## src/rtl/alg_amba_vip_apb4demux_if.sv

```systemverilog
// Upstream APB4 bus between a requester and the demux.
// The demux connects through the slave modport.
interface alg_amba_vip_apb4demux_if #(
  parameter int ADDR_WIDTH = 32,
  parameter int DATA_WIDTH = 32
);
  logic                    psel;
  logic                    penable;
  logic                    pwrite;
  logic [ADDR_WIDTH-1:0]   paddr;
  logic [DATA_WIDTH-1:0]   pwdata;
  logic [DATA_WIDTH/8-1:0] pstrb;
  logic [2:0]              pprot;
  logic [DATA_WIDTH-1:0]   prdata;
  logic                    pready;
  logic                    pslverr;

  modport master (
    output psel, penable, pwrite, paddr, pwdata, pstrb, pprot,
    input  prdata, pready, pslverr
  );

  modport slave (
    input  psel, penable, pwrite, paddr, pwdata, pstrb, pprot,
    output prdata, pready, pslverr
  );
endinterface

```

## src/rtl/alg_amba_vip_apb4demux.sv

```systemverilog
// APB4 1-to-N demultiplexer: window decode, registered completion, decode-error
// response, completer timeout and sticky interrupt aggregation.
module alg_amba_vip_apb4demux #(
  parameter int ADDR_WIDTH     = 32,
  parameter int DATA_WIDTH     = 32,
  parameter int NUM_SLAVES     = 2,
  parameter int TIMEOUT_CYCLES = 256,
  parameter bit DECERR_EN      = 1'b1
) (
  input  logic                                    clk,
  input  logic                                    rst,
  alg_amba_vip_apb4demux_if.slave                 up,
  output logic                                    pintreq,
  input  logic                                    int_clr,
  output logic                                    timeout_evt,
  input  logic [NUM_SLAVES-1:0][ADDR_WIDTH-1:0]   slv_address_begin,
  input  logic [NUM_SLAVES-1:0][ADDR_WIDTH-1:0]   slv_address_end,
  input  logic [NUM_SLAVES-1:0][ADDR_WIDTH-1:0]   slv_address_mask,
  output logic [NUM_SLAVES-1:0]                   slv_psel,
  output logic [NUM_SLAVES-1:0]                   slv_penable,
  output logic [NUM_SLAVES-1:0]                   slv_pwrite,
  output logic [NUM_SLAVES-1:0][ADDR_WIDTH-1:0]   slv_paddr,
  output logic [NUM_SLAVES-1:0][DATA_WIDTH-1:0]   slv_pwdata,
  output logic [NUM_SLAVES-1:0][DATA_WIDTH/8-1:0] slv_pstrb,
  output logic [NUM_SLAVES-1:0][2:0]              slv_pprot,
  input  logic [NUM_SLAVES-1:0][DATA_WIDTH-1:0]   slv_prdata,
  input  logic [NUM_SLAVES-1:0]                   slv_pready,
  input  logic [NUM_SLAVES-1:0]                   slv_pslverr,
  input  logic [NUM_SLAVES-1:0]                   slv_pintreq
);

  localparam int STRB_W = DATA_WIDTH / 8;
  localparam int ID_W   = (NUM_SLAVES > 1) ? $clog2(NUM_SLAVES) : 1;
  localparam int CNT_W  = (TIMEOUT_CYCLES > 0) ? $clog2(TIMEOUT_CYCLES + 1) : 1;
  localparam logic [CNT_W-1:0] TO_LAST =
    CNT_W'((TIMEOUT_CYCLES > 0) ? TIMEOUT_CYCLES - 1 : 0);

  typedef enum logic [1:0] {IDLE, SETUP, ACCESS, RESP} state_t;

  state_t                 state;
  logic                   pwrite_q;
  logic [ADDR_WIDTH-1:0]  paddr_q;
  logic [DATA_WIDTH-1:0]  pwdata_q;
  logic [STRB_W-1:0]      pstrb_q;
  logic [2:0]             pprot_q;
  logic [ID_W-1:0]        id_q;
  logic                   noone_q;
  logic                   psel_q;
  logic                   penable_q;
  logic [DATA_WIDTH-1:0]  prdata_q;
  logic                   pready_q;
  logic                   pslverr_q;
  logic                   tevt_q;
  logic [CNT_W-1:0]       cnt;

  logic                   hit_any;
  logic [ID_W-1:0]        hit_id;
  logic [ADDR_WIDTH-1:0]  hit_addr;
  logic                   sel_pready;
  logic                   sel_pslverr;
  logic [DATA_WIDTH-1:0]  sel_prdata;

  function automatic logic [CNT_W-1:0] sat_inc(input logic [CNT_W-1:0] v);
    return (v == '1) ? v : v + 1'b1;
  endfunction

  // Descending scan so the lowest-index hit is the one left standing.
  always_comb begin
    hit_any  = 1'b0;
    hit_id   = '0;
    hit_addr = '0;
    for (int i = NUM_SLAVES - 1; i >= 0; i--) begin
      if (up.paddr >= slv_address_begin[i] && up.paddr < slv_address_end[i]) begin
        hit_any  = 1'b1;
        hit_id   = ID_W'(i);
        hit_addr = up.paddr & slv_address_mask[i];
      end
    end
  end

  always_comb begin
    sel_pready  = 1'b0;
    sel_pslverr = 1'b0;
    sel_prdata  = '0;
    for (int i = 0; i < NUM_SLAVES; i++) begin
      if (id_q == ID_W'(i)) begin
        sel_pready  = slv_pready[i];
        sel_pslverr = slv_pslverr[i];
        sel_prdata  = slv_prdata[i];
      end
    end
  end

  always_ff @(posedge clk or posedge rst) begin
    if (rst) begin
      state     <= IDLE;
      pwrite_q  <= 1'b0;
      paddr_q   <= '0;
      pwdata_q  <= '0;
      pstrb_q   <= '0;
      pprot_q   <= '0;
      id_q      <= '0;
      noone_q   <= 1'b0;
      psel_q    <= 1'b0;
      penable_q <= 1'b0;
      prdata_q  <= '0;
      pready_q  <= 1'b0;
      pslverr_q <= 1'b0;
      tevt_q    <= 1'b0;
      cnt       <= '0;
    end else begin
      case (state)
        IDLE: begin
          if (up.psel) begin
            pwrite_q <= up.pwrite;
            pwdata_q <= up.pwdata;
            pstrb_q  <= up.pstrb;
            pprot_q  <= up.pprot;
            id_q     <= hit_id;
            noone_q  <= ~hit_any;
            paddr_q  <= hit_addr;
            psel_q   <= 1'b1;
            state    <= SETUP;
          end
        end
        SETUP: begin
          if (up.penable) begin
            penable_q <= 1'b1;
            cnt       <= '0;
            state     <= ACCESS;
          end
        end
        ACCESS: begin
          if (noone_q) begin
            pready_q  <= 1'b1;
            pslverr_q <= DECERR_EN;
            prdata_q  <= '0;
            psel_q    <= 1'b0;
            penable_q <= 1'b0;
            state     <= RESP;
          end else if (sel_pready) begin
            pready_q  <= 1'b1;
            pslverr_q <= sel_pslverr;
            prdata_q  <= sel_prdata;
            psel_q    <= 1'b0;
            penable_q <= 1'b0;
            state     <= RESP;
          end else if (TIMEOUT_CYCLES != 0 && cnt == TO_LAST) begin
            pready_q  <= 1'b1;
            pslverr_q <= 1'b1;
            prdata_q  <= '0;
            tevt_q    <= 1'b1;
            psel_q    <= 1'b0;
            penable_q <= 1'b0;
            state     <= RESP;
          end else begin
            cnt <= sat_inc(cnt);
          end
        end
        RESP: begin
          pready_q  <= 1'b0;
          pslverr_q <= 1'b0;
          tevt_q    <= 1'b0;
          state     <= IDLE;
        end
        default: state <= IDLE;
      endcase
    end
  end

  // A new interrupt takes priority over a simultaneous clear.
  always_ff @(posedge clk or posedge rst) begin
    if (rst) begin
      pintreq <= 1'b0;
    end else if (|slv_pintreq) begin
      pintreq <= 1'b1;
    end else if (int_clr) begin
      pintreq <= 1'b0;
    end
  end

  always_comb begin
    slv_psel    = '0;
    slv_penable = '0;
    slv_pwrite  = '0;
    slv_paddr   = '0;
    slv_pwdata  = '0;
    slv_pstrb   = '0;
    slv_pprot   = '0;
    for (int i = 0; i < NUM_SLAVES; i++) begin
      if (!noone_q && id_q == ID_W'(i)) begin
        slv_psel[i]    = psel_q;
        slv_penable[i] = penable_q;
        slv_pwrite[i]  = pwrite_q;
        slv_paddr[i]   = paddr_q;
        slv_pwdata[i]  = pwdata_q;
        slv_pstrb[i]   = pwrite_q ? pstrb_q : '0;
        slv_pprot[i]   = pprot_q;
      end
    end
  end

  assign up.prdata   = prdata_q;
  assign up.pready   = pready_q;
  assign up.pslverr  = pslverr_q;
  assign timeout_evt = tevt_q;

endmodule

```

## src/flat_wrapper.sv

```systemverilog
// flat-port wrapper written by rule: the top's interface ports become plain ports
module alg_amba_vip_apb4demux_flat 
#(
  parameter int ADDR_WIDTH     = 32,
  parameter int DATA_WIDTH     = 32,
  parameter int NUM_SLAVES     = 2,
  parameter int TIMEOUT_CYCLES = 256,
  parameter bit DECERR_EN      = 1'b1
)
  (clk, rst, pintreq, int_clr, timeout_evt, slv_address_begin, slv_address_end, slv_address_mask, slv_psel, slv_penable, slv_pwrite, slv_paddr, slv_pwdata, slv_pstrb, slv_pprot, slv_prdata, slv_pready, slv_pslverr, slv_pintreq, up_psel, up_penable, up_pwrite, up_paddr, up_pwdata, up_pstrb, up_pprot, up_prdata, up_pready, up_pslverr);
  alg_amba_vip_apb4demux_if #(.ADDR_WIDTH(ADDR_WIDTH), .DATA_WIDTH(DATA_WIDTH)) up_i ();
  input  logic clk;
  input  logic rst;
  output logic pintreq;
  input  logic int_clr;
  output logic timeout_evt;
  input  logic [NUM_SLAVES-1:0][ADDR_WIDTH-1:0] slv_address_begin;
  input  logic [NUM_SLAVES-1:0][ADDR_WIDTH-1:0] slv_address_end;
  input  logic [NUM_SLAVES-1:0][ADDR_WIDTH-1:0] slv_address_mask;
  output logic [NUM_SLAVES-1:0] slv_psel;
  output logic [NUM_SLAVES-1:0] slv_penable;
  output logic [NUM_SLAVES-1:0] slv_pwrite;
  output logic [NUM_SLAVES-1:0][ADDR_WIDTH-1:0] slv_paddr;
  output logic [NUM_SLAVES-1:0][DATA_WIDTH-1:0] slv_pwdata;
  output logic [NUM_SLAVES-1:0][DATA_WIDTH/8-1:0] slv_pstrb;
  output logic [NUM_SLAVES-1:0][2:0] slv_pprot;
  input  logic [NUM_SLAVES-1:0][DATA_WIDTH-1:0] slv_prdata;
  input  logic [NUM_SLAVES-1:0] slv_pready;
  input  logic [NUM_SLAVES-1:0] slv_pslverr;
  input  logic [NUM_SLAVES-1:0] slv_pintreq;
  input wire logic [$bits(up_i.psel)-1:0] up_psel;
  input wire logic [$bits(up_i.penable)-1:0] up_penable;
  input wire logic [$bits(up_i.pwrite)-1:0] up_pwrite;
  input wire logic [$bits(up_i.paddr)-1:0] up_paddr;
  input wire logic [$bits(up_i.pwdata)-1:0] up_pwdata;
  input wire logic [$bits(up_i.pstrb)-1:0] up_pstrb;
  input wire logic [$bits(up_i.pprot)-1:0] up_pprot;
  output wire logic [$bits(up_i.prdata)-1:0] up_prdata;
  output wire logic [$bits(up_i.pready)-1:0] up_pready;
  output wire logic [$bits(up_i.pslverr)-1:0] up_pslverr;
  assign up_i.psel = up_psel;
  assign up_i.penable = up_penable;
  assign up_i.pwrite = up_pwrite;
  assign up_i.paddr = up_paddr;
  assign up_i.pwdata = up_pwdata;
  assign up_i.pstrb = up_pstrb;
  assign up_i.pprot = up_pprot;
  assign up_prdata = up_i.prdata;
  assign up_pready = up_i.pready;
  assign up_pslverr = up_i.pslverr;
  alg_amba_vip_apb4demux #(.ADDR_WIDTH(ADDR_WIDTH), .DATA_WIDTH(DATA_WIDTH), .NUM_SLAVES(NUM_SLAVES), .TIMEOUT_CYCLES(TIMEOUT_CYCLES), .DECERR_EN(DECERR_EN)) u_core (.clk(clk), .rst(rst), .up(up_i), .pintreq(pintreq), .int_clr(int_clr), .timeout_evt(timeout_evt), .slv_address_begin(slv_address_begin), .slv_address_end(slv_address_end), .slv_address_mask(slv_address_mask), .slv_psel(slv_psel), .slv_penable(slv_penable), .slv_pwrite(slv_pwrite), .slv_paddr(slv_paddr), .slv_pwdata(slv_pwdata), .slv_pstrb(slv_pstrb), .slv_pprot(slv_pprot), .slv_prdata(slv_prdata), .slv_pready(slv_pready), .slv_pslverr(slv_pslverr), .slv_pintreq(slv_pintreq));
endmodule
```

## config.mk

```make
export PLATFORM = sky130hd
export DESIGN_NAME = alg_amba_vip_apb4demux_flat
export DESIGN_NICKNAME = d
export VERILOG_FILES = /design/src/rtl/alg_amba_vip_apb4demux_if.sv /design/src/rtl/alg_amba_vip_apb4demux.sv /design/src/flat_wrapper.sv
export SDC_FILE = /design/constraint.sdc
export NUM_CORES = 1
export LEC_CHECK = 0
export ABC_AREA = 1
export CORE_AREA = 5 5 201 203
export DETAILED_ROUTE_END_ITERATION = 7
export DIE_AREA = 0 0 206 208
export HOLD_SLACK_MARGIN = 0.08
export SLEW_MARGIN = 30
export SYNTH_ARGS = -nofsm -noshare
export SYNTH_HDL_FRONTEND = slang
export SYNTH_SLANG_ARGS = --single-unit
```

## constraint.sdc

```tcl
create_clock -name clk -period 8.85 [get_ports clk]
set_input_delay 1.3275 -clock clk [delete_from_list [all_inputs] [get_ports clk]]
set_output_delay 1.3275 -clock clk [all_outputs]
set_load 0.02 [all_outputs]
```

After elaboration in Yosys (flattened, before gate mapping)
Cells that the tools add are included.
Widths: inputs -> output; s select.
- bitwise gates (word level): 4
- reductions and logical operators: 20
- mux-type cells: 57
- equal/unequal tests: 13
- add/sub/neg operators: 1
- magnitude comparators: 4
- operators with widths (operator ; count):
    $mux 32 ; 10
    $and 32x32->32 ; 2
    $ge 32x32->1 ; 2
    $lt 32x32->1 ; 2
    $mux 9 ; 5
    $mux 1 ; 25
    $pmux 9 s2 ; 1
    $mux 4 ; 3
    $ne 2x2->1 const B ; 6
    $mux 2 ; 5
    $pmux 1 s2 ; 5
    $add 9x1->9 const B ; 1
    $eq 9x8->1 const B ; 1
    $eq 9x9->1 const B ; 1
    $reduce_and 3->1 ; 3
    $pmux 2 s4 ; 1
    $reduce_bool 2->1 ; 4
    $mux 3 ; 2
    $reduce_and 2->1 ; 3
    $reduce_and 6->1 ; 1
    $eq 2x2->1 const B ; 2
    $logic_and 1x1->1 ; 4
    $ne 4x1->1 const B ; 1
    $reduce_and 4->1 ; 1
    7 further kinds ; 8
- word-level logic and storage cells: 115
- register bits: 123
- output and inout port bits: 184
- input port bits: 339

Longest topological paths before layout
Gate-level depths: netlist (run 1).
- depth after elaboration: 6
- gate-level depth with buffers: 18
- depth with buffers taken out: 17

Worst setup path before layout (run 1)
Ideal clock, no wire load.
- kind: register to output
- from: reg u_core.id_q
- to: out slv_pstrb[4] (netlist bit)
- arrival time: 1592 ps
- stages on the path, launching flop included: 8
- data required time: 7523 ps
- slack: 5930 ps
- buffers on the path: 1
- cell sequence: dfrtp_1 -> buf_2 -> clkinv_1 -> nor2_1 -> inv_2 -> nor2_1 -> inv_1 -> nor2_1
- RTL lines (item ; RTL line ; RTL):
    start, declared ; alg_amba_vip_apb4demux.sv:46 ; logic [ID_W-1:0] id_q;
    start signal, assigned ; alg_amba_vip_apb4demux.sv:119 ; id_q <= hit_id;
    end, declared ; flat_wrapper.sv:25 ; output logic [NUM_SLAVES-1:0][DATA_WIDTH/8-1:0] slv_pstrb;

==> results by group, run 1 <==
Worst setup path
  – WP data required: 7.52 ns
  – Critical path endpoint category: output pin
  – Critical Path Fanout Max: 56
  – Register-to-register setup slack: 5.91 ns
  – RR Endpoint: u_core.paddr_q[3]
  – Crit path kind: reg2out
  – Worst r2r path cells: 9
  – Critical Path AT: 3.12 ns
  – Critical R2R Launch: u_core.state[0]
  – Setup crit start kind: flop

Global route
  – Initial antenna violation count: 3
  – Largest net degree at the start of global routing: 83
  – Vias in the first global route: 12100
  – Total gr overflow: 0
  – Global-route wire length before repair: 67400 µm
  – GRT Total Usage: 19.9%

Finish
  – NumNets Final: 2552
  – Layout cells sized above 1: 4.01%
  – Synth-to-layout area growth: 59.2%

Synthesis
  – Cell count after synthesis: 1593
  – Synth Net Count: 2065
  – Number of synthesis warnings: 0
  – Dominant cell type by area after synthesis: dfrtp_1
  – Synth top area cells: dfrtp_1 (29%), ha_1 (16%), nor2_1 (12%), inv_1 (11%), nand2_1 (11%)
  – Post-synthesis sequential area ratio: 29.1%
  – Ys async rst share: 100%
  – Area fraction of the dominant cell type after synthesis: 29.1%
  – Synth cell types: 41
  – Mapped Area: 10600 µm²
  – Top_reg_cell synth: dfrtp_1
  – Post-synth EDFFs: 0
  – Avg Cell Area, Syn: 6.63 µm²
  – #FFs+latches synth: 123

Pwr
  – Leakage Power: 8.33 nW
  – NetSw: 0.00174 W
  – Sequential Power Share: 23.3%
  – Overall power: 0.00380 W
  – Clock Power Share: 18.0%
  – Sw frac: 45.6%
  – Worst VDD drop: 0.151 mV
  – Cell Pwr Density: 226 nW/µm²
  – Comb power frac: 58.7%
  – Int Power: 0.00207 W

Routing
  – Vias: 11800
  – Drt pass-1 iters: 5
  – Final wirelength: 44300 µm
  – DRC viols: 0
  – DR vias/cell: 4.52
  – DRT iter0 DRCs: 589
  – WL/cell: 16.9 µm
  – Final ANT Viol Nets: 0

CTS
  – Clock root cell: clkbuf_16
  – Clock buffer depth: 2
  – CTS tree: yes
  – CTS resizes: 0
  – Postcts setup bufs: 0
  – Hold Buf Count CTS: 0
  – Worst-skew pair later-pin latency: 0.42 ns
  – CTS sink count: 123
  – Clock-pin slew on the worst setup and hold paths: 0.06 ns
  – H-tree depth: 4
  – Total clock buffers created by CTS: 17

STA
  – Setup TNS: 0 ns
  – Final hold vios: 0
  – Rel. slew slack: 42.1%
  – Slew of the pin with the lowest slew margin: 0.866 ns
  – Final max-slew violation count: 0
  – Minimum clock period: 4.45 ns
  – F_max: 225 MHz
  – RSZ-0062 raised after global routing: no
  – Clock skew: 0.00867 ns
  – Final setup viols: 0
  – Part of the cycle the worst path needs: 50.2%

Die
  – Die height: 208 µm
  – Starting density of the core: 27.6%
  – Core Region: 38300 µm²
  – DIE WIDTH: 206 µm
  – IO Count: 523
  – Die area: 42800 µm²
  – Row Count: 72

Status
  – Status: finished clean

Flow run
  – Max cap viols: 0

Worst hold path
  – HP Start: u_core.up.prdata[31]
  – Worst hold path type: reg2reg
  – Hold Crit Depth: 2
  – Worst hold endpoint: u_core.up.prdata[31]

Place
  – Input/output buffers: 522
  – HPWL Detailed: 37000 µm
  – Placer Congestion: 0.905
==> critical path, stage by stage (launching register included) <==
cell and delay, ns:
dfrtp_1 0.32, buf_4 0.38, clkinv_1 0.17, nor2_1 0.14, inv_2 0.16, buf_4 0.33
nor2_1 0.23, inv_1 0.13, nor2_1 0.14, clkdlybuf4s50_1 0.65
==> cell usage after synthesis, types with 2 or more instances <==
cell / n
inv_1: 312
and2_1: 2
ha_1: 133
o22ai_1: 4
nor2_1: 347
buf_12: 2
a31oi_1: 2
o21bai_1: 2
buf_1: 4
o41ai_1: 32
nand2_1: 298
a21oi_1: 62
clkbuf_1: 37
o21a_1: 3
dfrtp_1: 123
nor3_1: 6
nand2_2: 3
o21ai_0: 64
nand4_1: 55
nand2_4: 2
inv_2: 4
nor2_2: 21
nor3b_1: 3
o21ai_1: 2
nand3_1: 35
buf_2: 19
a21o_1: 2
==> stage by stage <==
| step | hold WS (ns) | instance area [µm²] | utilization [%] | instances | setup slack, ns |
|---|---|---|---|---|---|
| 6_report | 0.478 | 16800 | 43.9 | 2614 | 4.40 |
| 5_1_grt | 0.501 | 16800 | 43.9 | 2614 | 4.14 |
| 4_1_cts | 0.481 | 16800 | 43.9 | 2611 | 4.34 |
| 3_5_place_dp | 0.464 | 16200 | 42.4 | 2579 | 4.46 |
| 3_3_place_gp | 0.458 | 16200 | 42.3 | 2579 | 4.48 |
| 2_1_floorplan | 0.453 | 10600 | - | 1593 | 4.25 |
==> flip-flops by register name, summed over array words and instances, names as in the netlist, 2 cells and up <==
name	flops
u_core.cnt	9
u_core.paddr_q	32
u_core.pprot_q	3
u_core.pstrb_q	4
u_core.pwdata_q	32
u_core.state	2
u_core.up.prdata	32
==> layout by cell type, fill, tap and decap left out, types with 2 or more instances in the layout <==
cell and count:
nor3b_1 3, a21o_1 2, inv_1 310, nor2_1 347
nand2_4 3, nor2_2 21, clkinv_4 3, inv_6 7
ha_1 133, clkbuf_16 17, o21ai_0 64, nand3_1 35
o21a_1 3, a31oi_1 2, nand2_1 296, dfrtp_1 123
diode_2 3, a21oi_1 62, nand4_1 55, inv_2 4
o22ai_1 4, nand2_2 4, and2_1 2, o41ai_1 32
nor3_1 6, o21bai_1 2, o21ai_1 2, clkinvlp_4 4
clkdlybuf4s50_1 522, buf_4 7
==> layout make-up <==
| cell class | instances | area, µm² |
|---|---|---|
| fill | 3957 | 21500 |
| multi-input combinational | 1090 | 6000 |
| timing repair buffer | 530 | 5290 |
| sequential | 123 | 3080 |
| inverter | 318 | 1210 |
| tap | 518 | 648 |
| clock buffer | 18 | 439 |
| clock inverter | 14 | 135 |
| antenna | 3 | 7.51 |
==> worst max-delay path by stage <==
stage | from | to | slack, ns | cells after the start
finish | u_core.id_q | slv_pstrb[7] | 4.40 | 9
global route | u_core.id_q | slv_pstrb[5] | 4.14 | 9
CTS | u_core.id_q | slv_pstrb[7] | 4.34 | 9
detailed placement | up_paddr[12] | u_core.id_q | 4.46 | 16
global placement | up_paddr[12] | u_core.id_q | 4.48 | 16
floorplan | rst | u_core.cnt[0] | 4.25 | 1
==> per-layer routing <==
metal | share of wire, % | vias to the layer above | track usage (%)
li1 | - | 5972 | -
met1 | 41 | 5419 | 23.3
met3 | 7.2 | 41 | 4.86
met2 | 50 | 373 | 36.2
met4 | 1.9 | 0 | 4.98
met5 | 0 | - | 0
==> kinds of logic (layout without fill, tap and decap cells) <==
logic type                 after synthesis  in the layout  share of synthesized area [%]
AOI/OAI and AO/OA                      179            179                           10.1
adders and majority gates              133            133                           15.8
buffers and inverters                  380            880                           14.1
DFF                                    123            123                           29.1
other                                    0              3                              0
and+or+nand+nor                        778            778                           30.9
==> power groups by stage <==
stage	registers, W	logic, W	clock network, W
2_1_floorplan	0.000922	0.00119	0
3_3_place_gp	0.000892	0.00223	0
4_1_cts	0.000887	0.00227	0.000708
6_report	0.000885	0.00223	0.000686
3_5_place_dp	0.000898	0.00226	0
5_1_grt	0.000914	0.00244	0.000733
(Power assumes the default switching activity.)
==> run 2, diff against run 1 <==
- CORE_AREA: 5 5 201 203 -> 5 5 200 202
- DIE_AREA: 0 0 206 208 -> 0 0 205 207
- clock period: 8.85 -> 3.6 ns (I/O delays scaled with it)
==> run 2 against run 1 <==
Against the previous run:
- final cell count up 0.38%
- combinational power increased to 2.5 times the previous value
- core utilization up 0.58 points
- flip-flop and latch count did not move
- routed wire length grew 1.4%
- first-iteration DRC count increased by 7.3%
- clock-buffer cell count rose by 2
- setup slack worse by 4.1 ns
- critical path depth down 3
- via count decreased by 0.42%
- die area shrank 0.96%
- critical endpoint is now slv_paddr[5]
==> results by group, run 2 (same netlist as run 1, synthesis figures left out) <==
CTS
  – Clock buffer depth: 2
  – Postcts setup bufs: 0
  – Hold Buf Count CTS: 0
  – CTS tree: yes
  – Worst-skew pair later-pin latency: 0.42 ns
  – Clock-pin slew on the worst setup and hold paths: 0.06 ns
  – H-tree depth: 4
  – CTS sink count: 123
  – CTS resizes: 0
  – Clock root cell: clkbuf_16
  – Total clock buffers created by CTS: 17

Finish
  – Most frequent cells in the layout: clkdlybuf4s50_1 (520), nor2_1 (347), inv_1 (310), nand2_1 (297), ha_1 (133)
  – Utilization after layout: 44.5%
  – Most common cell after layout, fill and taps aside: clkdlybuf4s50_1
  – Layout cells sized above 1: 4.56%
  – NumNets Final: 2563
  – Synth-to-layout area growth: 60.5%

STA
  – Part of the cycle the worst path needs: 90.3%
  – Final hold vios: 0
  – Final setup viols: 0
  – Rel. slew slack: 45.6%
  – RSZ-0062 raised after global routing: no
  – Setup TNS: 0 ns
  – Final max-slew violation count: 0
  – Clock skew: 0.00852 ns
  – Minimum clock period: 3.25 ns
  – F_max: 308 MHz
  – Slew of the pin with the lowest slew margin: 0.816 ns

Worst setup path
  – Setup crit start kind: flop
  – Critical Path Fanout Max: 35
  – Critical Path AT: 2.71 ns
  – Crit path kind: reg2out
  – WP data required: 3.06 ns
  – Critical R2R Launch: u_core.state[0]
  – Critical path endpoint category: output pin
  – Setup crit start: u_core.id_q

Worst hold path
  – HP Start: u_core.up.prdata[25]
  – Worst hold path type: reg2reg

Die
  – DIE WIDTH: 205 µm
  – Die area: 42400 µm²
  – Die height: 207 µm
  – Row Count: 72
  – Starting density of the core: 27.7%
  – Core Region: 38100 µm²
  – IO Count: 523

Global route
  – Total gr overflow: 0
  – Global-route wire length before repair: 68600 µm
  – Vias in the first global route: 12000
  – Initial antenna violation count: 5
  – Largest net degree at the start of global routing: 76
  – GRT Total Usage: 20.4%

Routing
  – Vias: 11800
  – DRC viols: 0
  – DRT iter0 DRCs: 632
  – Drt pass-1 iters: 5
  – DR vias/cell: 4.48
  – Final wirelength: 44900 µm
  – Final ANT Viol Nets: 0
  – WL/cell: 17.1 µm

Status
  – Status: finished clean

Place
  – Placer Congestion: 0.896
  – Input/output buffers: 522
  – HPWL Detailed: 38000 µm

Pwr
  – Cell Pwr Density: 560 nW/µm²
  – Worst VDD drop: 0.309 mV
  – Leakage Power: 8.41 nW

Flow run
  – Max cap viols: 0
## run 2: cell types whose count changed in the layout (fill, tap and decap cells not counted), sizes merged, moves of 2 or more
| cell | before | now |
|---|---|---|
| inv | 322 | 320 |
| buf | 8 | 21 |
| clkbuf | 18 | 20 |
| clkdlybuf4s50 | 522 | 520 |
## run 2: where the power goes
part	internal, W	total (W)	switching (W)
clock	0.00108	0.00174	0.000662
combinational	0.00224	0.00558	0.00334
sequential	0.00193	0.00217	0.000243
total	0.00525	0.00949	0.00424
## run 2: critical path: stages (launching register included)
cell and delay [ns]:
dfrtp_1 0.36, buf_4 0.38, nor2_1 0.11, inv_2 0.41, buf_4 0.35, nor2_1 0.10
clkdlybuf4s50_1 0.56
## run 2: path summary, 6_finish.rpt
| kind | endpoint | slack (ns) | cells after the start |
|---|---|---|---|
| min reg2reg | u_core.up.prdata[25] | 0.48 | 2 |
| max in group asynchronous | u_core.paddr_q[8] | 2.14 | 3 |
| min in group asynchronous | u_core.up.prdata[12] | 0.61 | 2 |
| min | u_core.up.prdata[25] | 0.48 | 2 |
| max | slv_paddr[5] | 0.35 | 6 |
| max reg2reg | u_core.paddr_q[12] | 1.18 | 8 |
## run 2: per-layer routing
layer | wire (µm) | GRT usage (%) | part of all wire [%] | up-vias
met3 | 3080 | 4.60 | 6.9 | 44
li1 | - | - | - | 5979
met2 | 22400 | 37.0 | 50 | 395
met4 | 877 | 4.74 | 2.0 | 0
met1 | 18500 | 24.4 | 41 | 5337
met5 | 0 | 0 | 0 | -
## run 2: per-stage QoR
stage          area, µm²  hold slack, ns  setup WS (ns)  total power (W)  instances
6_report           16900           0.477          0.350          0.00949       2624
5_1_grt            16900           0.491          0.163           0.0102       2624
4_1_cts            16900           0.481          0.264          0.00965       2622
3_5_place_dp       16300           0.466          0.234          0.00785       2590
3_3_place_gp       16300           0.461          0.277          0.00778       2590
2_1_floorplan      10600           0.453           1.47          0.00519       1593
## run 2: area by class of cell
type                       count  area, µm²
fill                        3947      21200
multi-input combinational   1090       6000
timing repair buffer         541       5410
clock buffer                  20        467
clock inverter                12        136
sequential                   123       3080
antenna                        2       5.00
tap                          518        648
inverter                     318       1200
